## src/rtl/conv_seq_sched.sv

```systemverilog
`default_nettype none
// ============================================================================
// Module   : conv_seq_sched
// Function : Address/MAC sequencer for the 1-D convolution datapath.
// Revision : 1.0 - initial release
// ============================================================================
module conv_seq_sched #(
  parameter int XN  = 256,
  parameter int FN  = 32,
  parameter int XAW = 8,
  parameter int FAW = 5,
  parameter int YW  = 8
) (
  input  logic           clk,
  input  logic           reset,
  input  logic           x_full,
  input  logic           f_full,
  output logic           rd_en,
  output logic [XAW-1:0] x_rd_addr,
  output logic [FAW-1:0] f_rd_addr,
  output logic           acc_clr,
  output logic           acc_en,
  output logic           y_valid,
  input  logic           y_ready,
  output logic [YW-1:0]  y_index,
  output logic           frame_done,
  output logic           busy
);

  localparam int             YN     = XN - FN + 1;
  localparam logic [FAW-1:0] K_LAST = FAW'(FN - 1);
  localparam logic [YW-1:0]  Y_LAST = YW'(YN - 1);

  typedef enum logic [2:0] {
    S_IDLE  = 3'd0,
    S_RUN   = 3'd1,
    S_FLUSH = 3'd2,
    S_OUT   = 3'd3,
    S_DONE  = 3'd4
  } state_t;

  state_t         state, state_nxt;
  logic [FAW-1:0] k, k_nxt;
  logic [XAW-1:0] base, base_nxt;
  logic [YW-1:0]  yidx_nxt;
  logic [XAW-1:0] x_addr_nxt;

  always_ff @(posedge clk) begin
    if (reset) begin
      state   <= S_IDLE;
      k       <= '0;
      base    <= '0;
      y_index <= '0;
    end else begin
      state   <= state_nxt;
      k       <= k_nxt;
      base    <= base_nxt;
      y_index <= yidx_nxt;
    end
  end

  always_comb begin
    state_nxt = state;
    k_nxt     = k;
    base_nxt  = base;
    yidx_nxt  = y_index;
    case (state)
      S_IDLE: begin
        if (x_full && f_full) begin
          state_nxt = S_RUN;
          k_nxt     = '0;
          base_nxt  = '0;
          yidx_nxt  = '0;
        end
      end
      S_RUN: begin
        if (k == K_LAST) begin
          state_nxt = S_FLUSH;
        end else begin
          k_nxt = k + 1'b1;
        end
      end
      S_FLUSH: begin
        state_nxt = S_OUT;
      end
      S_OUT: begin
        if (y_ready) begin
          k_nxt = '0;
          if (y_index == Y_LAST) begin
            state_nxt = S_DONE;
            base_nxt  = '0;
            yidx_nxt  = '0;
          end else begin
            state_nxt = S_RUN;
            base_nxt  = base + 1'b1;
            yidx_nxt  = y_index + 1'b1;
          end
        end
      end
      S_DONE: begin
        state_nxt = S_IDLE;
      end
      default: begin
        state_nxt = S_IDLE;
      end
    endcase
  end

  assign x_addr_nxt = base_nxt + XAW'(k_nxt);

  // Outputs are registered from the next state so each strobe lines up with
  // the cycle the sequencer actually occupies that state.
  always_ff @(posedge clk) begin
    if (reset) begin
      rd_en      <= 1'b0;
      x_rd_addr  <= '0;
      f_rd_addr  <= '0;
      acc_clr    <= 1'b0;
      acc_en     <= 1'b0;
      y_valid    <= 1'b0;
      frame_done <= 1'b0;
    end else begin
      rd_en      <= (state_nxt == S_RUN);
      acc_clr    <= (state_nxt == S_RUN) && (k_nxt == '0);
      acc_en     <= rd_en;
      y_valid    <= (state_nxt == S_OUT);
      frame_done <= (state_nxt == S_DONE);
      if (state_nxt == S_RUN) begin
        x_rd_addr <= x_addr_nxt;
        f_rd_addr <= k_nxt;
      end
    end
  end

  assign busy = (state != S_IDLE);

endmodule
`default_nettype wire

```

## config.mk

```make
export PLATFORM = sky130hd
export DESIGN_NAME = conv_seq_sched
export DESIGN_NICKNAME = d
export VERILOG_FILES = /design/src/rtl/conv_seq_sched.sv
export SDC_FILE = /design/constraint.sdc
export NUM_CORES = 1
export LEC_CHECK = 0
export CAP_MARGIN = 40
export CORE_AREA = 2 2 103 55
export CTS_CLUSTER_DIAMETER = 60
export DETAILED_ROUTE_END_ITERATION = 10
export DIE_AREA = 0 0 105 57
export HOLD_SLACK_MARGIN = 0.02
export PLACE_DENSITY = 0.64
export SLEW_MARGIN = 30
export SYNTH_ARGS = -nofsm -noshare
export SYNTH_HDL_FRONTEND = slang
export SYNTH_SLANG_ARGS = --single-unit
```

## constraint.sdc

```tcl
create_clock -name clk -period 4.58 [get_ports clk]
set_clock_uncertainty 0.1 [all_clocks]
set_input_delay 1.374 -clock clk [delete_from_list [all_inputs] [get_ports clk]]
set_output_delay 1.374 -clock clk [all_outputs]
set_load 0.02 [all_outputs]
```

==> run metrics, run 1 <==
Final period util 87.0%; clk buf depth 2; CTS H-tree depth 2; Tightest Pin Transition between 700 and 800 ps; Mapped Area 2250 µm²; Placer Congestion between 0.8 and 0.9; CTS root buffer clkbuf_8; layout cells sized above 1 11.3%; worst path bufs/invs 1; Tot Pwr 723 µW; Critical Path Fanout Max 3; FFs w/ async S/R, synth 0%; Synth Instances 247; worst r2r src y_index[0]$_SDFFE_PP0P_; largest net degree at the start of global routing 18; cell chain of the critical path clkdlybuf4s50_1 -> nand4bb_4 -> nand2_1 -> o21ai_0 -> a21o_1 -> ha_1 -> fa_1 -> a21oi_1 -> nor2b_1 -> o21a_1 -> o22ai_1 -> xnor2_1 -> o22ai_1; Synth area leader dfxtp_1; Fmax around 0.25 GHz; Cell Pwr Density 266 nW/µm²; vias per cell ~5.2; hpwl dp between 4000 and 5000 µm; Initial Utilization 43.3%; Tightest Hold Check Type reg -> reg; Fill cells roughly 520; Avg Inst Size Synth 9.09 µm²; Tmin final 3990 ps; max cap viols 0; startpoint types primary input; Synth Area in Simple Gates 27.4%; mux cell area share after synthesis about 1.8%; Area Growth Syn to Fin 21.1%; Sink Count 42; Final Hold Viols 0; TritonRoute pass-1 iters 4; 1st-iter DRT viols 106; core region area a little over 5000 µm²; first-pass GRT wire length about 9000 µm; # resized after CTS 0; main combinational cell family by area after synthesis simple AND/OR/NAND/NOR gates; worst vdd ir approximately 140 µV; average wire per standard cell about 15 µm; critical path endpoint category register; XOR/XNOR Fraction of Synth Area 3.90%; syn_nets around 260; setup bufs post-CTS 0; number of port buffers 31; WL final approximately 5500 µm; Synth Flop Type dfxtp_1; Worst-Skew Late Latency between 300 and 400 ps; Crit path required time roughly 4700 ps; top cell type's share of synthesized area a little under two fifths; adder-cell share of the synthesized area ~5.9%; Crit path arrival time between 4000 and 5000 ps; DIE HEIGHT 57 µm; die width 105 µm; post-synthesis compound-gate area fraction about a fifth; leakage 1.02 nW; initial antenna violation count 0; outcome finished, final reports clean; Die Footprint roughly 6000 µm²; RSZ-0062 raised after global routing false; # rows 19; synth unique cells between 50 and 60; cts bufs inserted 5; max_slew headroom around half; CP max stage cell clkdlybuf4s50_1; Hold Buf Count CTS 0; via count 1868; most frequent CP cell o22ai_1; vias in the first global route approximately 1700; Synth Register Bits 42; Post-synth EDFFs 0; Setup Crit Path Kind in -> reg; TritonCTS clock tree done; HP Start rd_en$_SDFF_PP0_; Final setup viols 0; gr usage total around a fifth; DRC viols 0; Yosys warning count 0; Worst path top cell family by delay compound AO/OA/AOI/OAI gates; # IOs 32; largest stage delay on the critical path between 500 and 600 ps; total gr overflow 0; Final TNS setup 0 ps; sequential cell area fraction in the yosys report a little under two fifths; largest cells by area after synthesis dfxtp_1, nor2_1, ha_1, nor2b_1, a21oi_1; CP startpoint x_full; Slew Viols, Final 0; fin nets slightly below 300; Routed Antenna Nets 0; n_diodes 0; clk slew on worst S/H paths around 100 ps
## cells in the mapped netlist (2+ instances only)
cell type,count
a22o_1,3
o22ai_1,2
a21o_1,4
ha_1,9
nor2b_1,12
mux2i_1,4
nor3_1,7
o21ai_0,8
xnor2_1,4
inv_1,8
clkbuf_1,4
or3_1,2
a211oi_2,4
a22oi_1,4
a31oi_1,4
and2_1,2
nand3_1,10
buf_6,4
or2_4,2
dfxtp_1,42
nand2_1,16
nand4_1,5
nor4_1,2
a21oi_1,12
and4_1,2
xor2_1,6
nor2_1,32
nand2b_1,5
## where the power goes
part	internal, mW	switching [mW]
combinational	0.0376	0.0508
clock	0.110	0.146
sequential	0.373	0.00567
total	0.520	0.202
## cell families after synthesis
group	Yosys count
fa+ha+maj	10
buf+inv	18
xor+xnor	10
flops	42
mux	4
simple gates	108
compound gates	55
## routing by layer
| layer | routed length [µm] | GRT usage (%) | share of wire, % | up-vias |
|---|---|---|---|---|
| met2 | 1920 | 22.9 | 35 | 45 |
| met4 | 61 | 5.71 | 1.1 | 0 |
| met3 | 296 | 4.91 | 5.4 | 8 |
| met1 | 3200 | 32.3 | 58 | 859 |
| li1 | - | - | - | 956 |
| met5 | 0 | 0 | 0 | - |
## final cells by class
class	count	area [µm²]	share of cell area, %
Timing Repair Buffer	37	355	13.1
Tap cell	73	91.3	3.36
Clock inverter	3	25.0	0.920
Clock buffer	5	68.8	2.53
Multi-Input combinational cell	187	1300	48.0
Sequential cell	42	841	30.9
Inverter	9	33.8	1.24
## final timing paths
path,depth (start not counted),slack (ps),end
setup / recovery,13,590,x_rd_addr[6]$_SDFFE_PP0P_
hold / removal,1,370,acc_en$_SDFF_PP0_
setup reg to reg,13,1140,x_rd_addr[7]$_SDFFE_PP0P_
hold reg to reg,1,370,acc_en$_SDFF_PP0_
## flip-flops by register name (all words and copies together) (netlist names)
signal,flops
y_index,8
f_rd_addr,5
y_valid,1
state,3
x_rd_addr,8
acc_en,1
frame_done,1
base,8
k,5
acc_clr,1
rd_en,1
## stage by stage
stage          instance area [µm²]  hold slack, ps  utilization, %  std cells  setup slack, ps
6_report                      2720             365            52.5        356              594
5_1_grt                       2720             392            52.5        356              416
4_1_cts                       2720             371            52.5        356              614
3_5_place_dp                  2630             359            50.7        348              277
3_3_place_gp                  2630             351            50.7        348              388
2_1_floorplan                 2250             375               -        247              965
## cell usage in the layout (no fill, tap or decap), types with 2 or more instances in the layout
cell and count:
nand3_1 10, nand4_1 5, clkbuf_8 5, o21ai_0 8, mux2i_1 4, clkdlybuf4s50_1 31, xnor2_1 4, a21o_1 4
ha_1 9, nor2_1 32, a21oi_1 12, xor2_1 6, and4_1 2, nor4_1 2, a22o_1 3, or2_4 2
nor3_1 7, nand2_1 16, inv_1 8, nand2b_1 5, a211oi_2 4, nor2b_1 12, dfxtp_1 42, or3_1 2
a22oi_1 4, and2_1 2, a31oi_1 4, o22ai_1 2, buf_4 6
## worst register-to-register path, cell delays in order, from the launching register on
cell	delay, ps
dfxtp_1	420
inv_1	100
ha_1	210
and4b_1	290
a31oi_1	390
and2_1	280
a22o_1	250
ha_1	270
a21o_1	160
a21oi_1	220
nand2b_1	150
a21oi_1	120
and4_4	210
o32ai_2	220
Note: power is estimated with default switching activity, not from simulation.
==> run 2: changes to the inputs <==
--- a/config.mk
+++ b/config.mk
@@ -8,6 +8,7 @@
 export CAP_MARGIN = 40
 export CORE_AREA = 2 2 103 55
 export CTS_CLUSTER_DIAMETER = 60
+export CTS_CLUSTER_SIZE = 12
 export DETAILED_ROUTE_END_ITERATION = 10
 export DIE_AREA = 0 0 105 57
 export HOLD_SLACK_MARGIN = 0.02
==> results of run 2 <==
No change in the layout: final DEF, timing and power equal those of run 1.
==> run 3: changes to the inputs <==
--- a/config.mk
+++ b/config.mk
@@ -6,13 +6,13 @@
 export NUM_CORES = 1
 export LEC_CHECK = 0
 export CAP_MARGIN = 40
-export CORE_AREA = 2 2 103 55
+export CORE_AREA = 2 2 117 62
 export CTS_CLUSTER_DIAMETER = 60
 export CTS_CLUSTER_SIZE = 12
 export DETAILED_ROUTE_END_ITERATION = 10
-export DIE_AREA = 0 0 105 57
+export DIE_AREA = 0 0 119 64
 export HOLD_SLACK_MARGIN = 0.02
-export PLACE_DENSITY = 0.64
+export PLACE_DENSITY = 0.51
 export SLEW_MARGIN = 30
 export SYNTH_ARGS = -nofsm -noshare
 export SYNTH_HDL_FRONTEND = slang
==> run 3 against run 2 <==
Against the previous run: global-route usage is 3.8 points lower; cell area rose by 3.3%; core utilization decreased by 9.5 points; register-to-register slack gained 120 ps; total power rose by 21%; sequential cell count stayed put; critical path depth unchanged; via count is 0.91% higher; combinational power down 1%; largest cell class unchanged; highest routed layer unchanged.
==> run metrics, run 3 (same netlist as run 1, synthesis figures left out) <==
outcome finished, final reports clean (unchanged); cell chain of the critical path clkdlybuf4s50_1 -> nand4bb_4 -> nand2_1 -> o21ai_0 -> a21o_1 -> ha_1 -> fa_1 -> a21oi_1 -> nor2b_1 -> o21a_1 -> o22ai_1 -> xnor2_1 -> o22ai_1 (unchanged); Final TNS setup 0 ps (unchanged); Final period util 86.5% (was 87.0%); Cell Pwr Density 312 nW/µm² (was 266 nW/µm²); Comb pwr share 10.0% (was 12.2%); Switching Fraction 23.8% (was 28.0%); CP startpoint x_full (unchanged); switching power 208 µW (was 202 µW); Crit path required time 4650 ps (was 4680 ps); Worst-Skew Late Latency 290 ps (was 310 ps); Largest regs base: 8 flops, x_rd_addr: 8 flops, y_index: 8 flops (unchanged); core region area 6540 µm² (was 5180 µm²); # resized after CTS 0 (unchanged); Tightest Pin Transition 481 ps (was 722 ps); critical path endpoint category register (unchanged); Placer Congestion 0.866 (was 0.849); worst r2r src y_index[0]$_SDFFE_PP0P_ (unchanged); leakage 1.05 nW (was 1.02 nW); vias in the first global route 1748 (was 1674); Slew Viols, Final 0 (unchanged); clock share of power 46.8% (was 35.4%); reg2reg end x_rd_addr[7]$_SDFFE_PP0P_ (unchanged); CP max stage cell clkdlybuf4s50_1 (unchanged); Initial Utilization 34.3% (was 43.3%); layout cells sized above 1 10.6% (was 11.3%); M2 GR Usage 22.2% (was 22.9%); via count 1885 (was 1868); DRC viols 0 (unchanged); HP Start rd_en$_SDFF_PP0_ (unchanged); clk slew on worst S/H paths 60 ps (was 100 ps); max cap viols 0 (unchanged); Critical Path Fanout Max 3 (unchanged); Fmax 0.252 GHz (was 0.251 GHz); Cell Area, Placed 2640 µm² (was 2630 µm²); fin area 2810 µm² (was 2720 µm²); Crit path arrival time 4030 ps (was 4080 ps); Tmin final 3960 ps (was 3990 ps); commonest non-fill, non-tap cell in the layout dfxtp_1 (unchanged); n_diodes 0 (unchanged); vias per cell 5.04 (was 5.25); DIE HEIGHT 64 µm (was 57 µm); gr usage total 15.5% (was 19.3%); 1st-iter DRT viols 104 (was 106); Tightest Hold Check Type reg -> reg (unchanged); TritonRoute pass-1 iters 5 (was 4); TritonCTS clock tree done (unchanged); Routed Antenna Nets 0 (unchanged); GR met1 Demand/Resource 21.4% (was 32.3%); R2R depth 13 (unchanged); largest stage delay on the critical path 540 ps (was 550 ps); Final setup viols 0 (unchanged); Hold Path Cell Cnt 1 (unchanged); Hold Buf Count CTS 0 (unchanged); commonest non-fill, non-tap cells in the layout dfxtp_1, nor2_1, clkdlybuf4s50_1 (unchanged); largest net degree at the start of global routing 27 (was 18); average wire per standard cell 14.5 µm (was 15.4 µm); most frequent CP cell o22ai_1 (unchanged); die width 119 µm (was 105 µm); RSZ-0062 raised after global routing false (unchanged); worst vdd ir 123 µV (was 136 µV); Setup Crit Path Kind in -> reg (unchanged); fin nets 296 (was 297); P_int 668 µW (was 520 µW); startpoint types primary input (unchanged); CTS root buffer clkbuf_16 (was clkbuf_8); first-pass GRT wire length 8970 µm (was 8930 µm); Area Growth Syn to Fin 25.0% (was 21.1%); hpwl dp 4000 µm (was 4140 µm); Worst Hold End acc_en$_SDFF_PP0_ (unchanged); Reg power frac 43.3% (was 52.3%); # rows 21 (was 19); total gr overflow 0 (unchanged); setup bufs post-CTS 0 (unchanged); # IOs 32 (unchanged); WL final 5440 µm (was 5480 µm); R2R setup slack 1260 ps (was 1140 ps); clk buf depth 2 (unchanged); global routing usage on met3 4.02% (was 4.91%); initial antenna violation count 0 (unchanged); max_slew headroom 67.9% (was 51.7%); Sink Count 42 (unchanged); GRT Max-Usage Layer met2 (was met1); Die Footprint 7620 µm² (was 5990 µm²); post-layout util 42.9% (was 52.5%); Final Hold Viols 0 (unchanged); cts bufs inserted 5 (unchanged); CTS H-tree depth 2 (unchanged); number of port buffers 31 (unchanged)
[run 3: cell types whose count changed in the layout (fill, tap and decap cells not counted)]
cell / previous run / this run
clkbuf_16: 0 / 5
clkbuf_8: 5 / 0
buf_4: 6 / 5
bufinv_16: 0 / 1
clkbuf_1: 0 / 1
clkinv_4: 1 / 0
inv_6: 1 / 0
[run 3: worst max-delay path by stage]
stage	to	slack, ps	cells past startpoint
detailed placement	x_rd_addr[6]$_SDFFE_PP0P_	300	13
floorplan	x_rd_addr[6]$_SDFFE_PP0P_	960	13
global route	x_rd_addr[6]$_SDFFE_PP0P_	410	13
CTS	x_rd_addr[6]$_SDFFE_PP0P_	620	13
finish	x_rd_addr[6]$_SDFFE_PP0P_	620	13
global placement	x_rd_addr[7]$_SDFFE_PP0P_	310	13
[run 3: power groups by stage]
stage	clock network [mW]	registers [mW]	logic, mW
2_1_floorplan	0	0.393	0.0537
3_3_place_gp	0	0.387	0.0879
3_5_place_dp	0	0.387	0.0877
4_1_cts	0.420	0.379	0.0880
5_1_grt	0.436	0.380	0.0955
6_report	0.410	0.379	0.0874
[run 3: worst max-delay path: cells and delay by family]
| kind | cells | cell delay, ps |
|---|---|---|
| adder cells (fa/ha/maj) | 2 | 620 |
| buffers and inverters | 1 | 540 |
| XOR/XNOR | 1 | 150 |
| AND/OR/NAND/NOR | 3 | 350 |
| AO/OA/AOI/OAI | 6 | 1000 |
[run 3: final cells by class]
| type | count | area (µm²) |
|---|---|---|
| fill | 646 | 3730 |
| multi-input combinational | 187 | 1300 |
| sequential | 42 | 841 |
| timing repair buffer | 36 | 348 |
| clock buffer | 6 | 129 |
| tap | 92 | 115 |
| clock inverter | 2 | 37.5 |
| inverter | 9 | 33.8 |
[run 3: routing by layer]
| layer | share of wire (%) | wire length, µm |
|---|---|---|
| met1 | 52 | 2820 |
| met2 | 41 | 2200 |
| met3 | 4.9 | 264 |
| met4 | 2.7 | 146 |
| met5 | 0 | 0 |
[run 3: stage by stage]
step	std cells	setup slack, ps	power [mW]	hold WS, ps
final	374	619	0.876	376
after global routing	374	413	0.912	404
after CTS	374	617	0.887	380
after detailed placement	366	305	0.475	364
after global placement	366	312	0.475	363
after floorplan	247	965	0.447	375
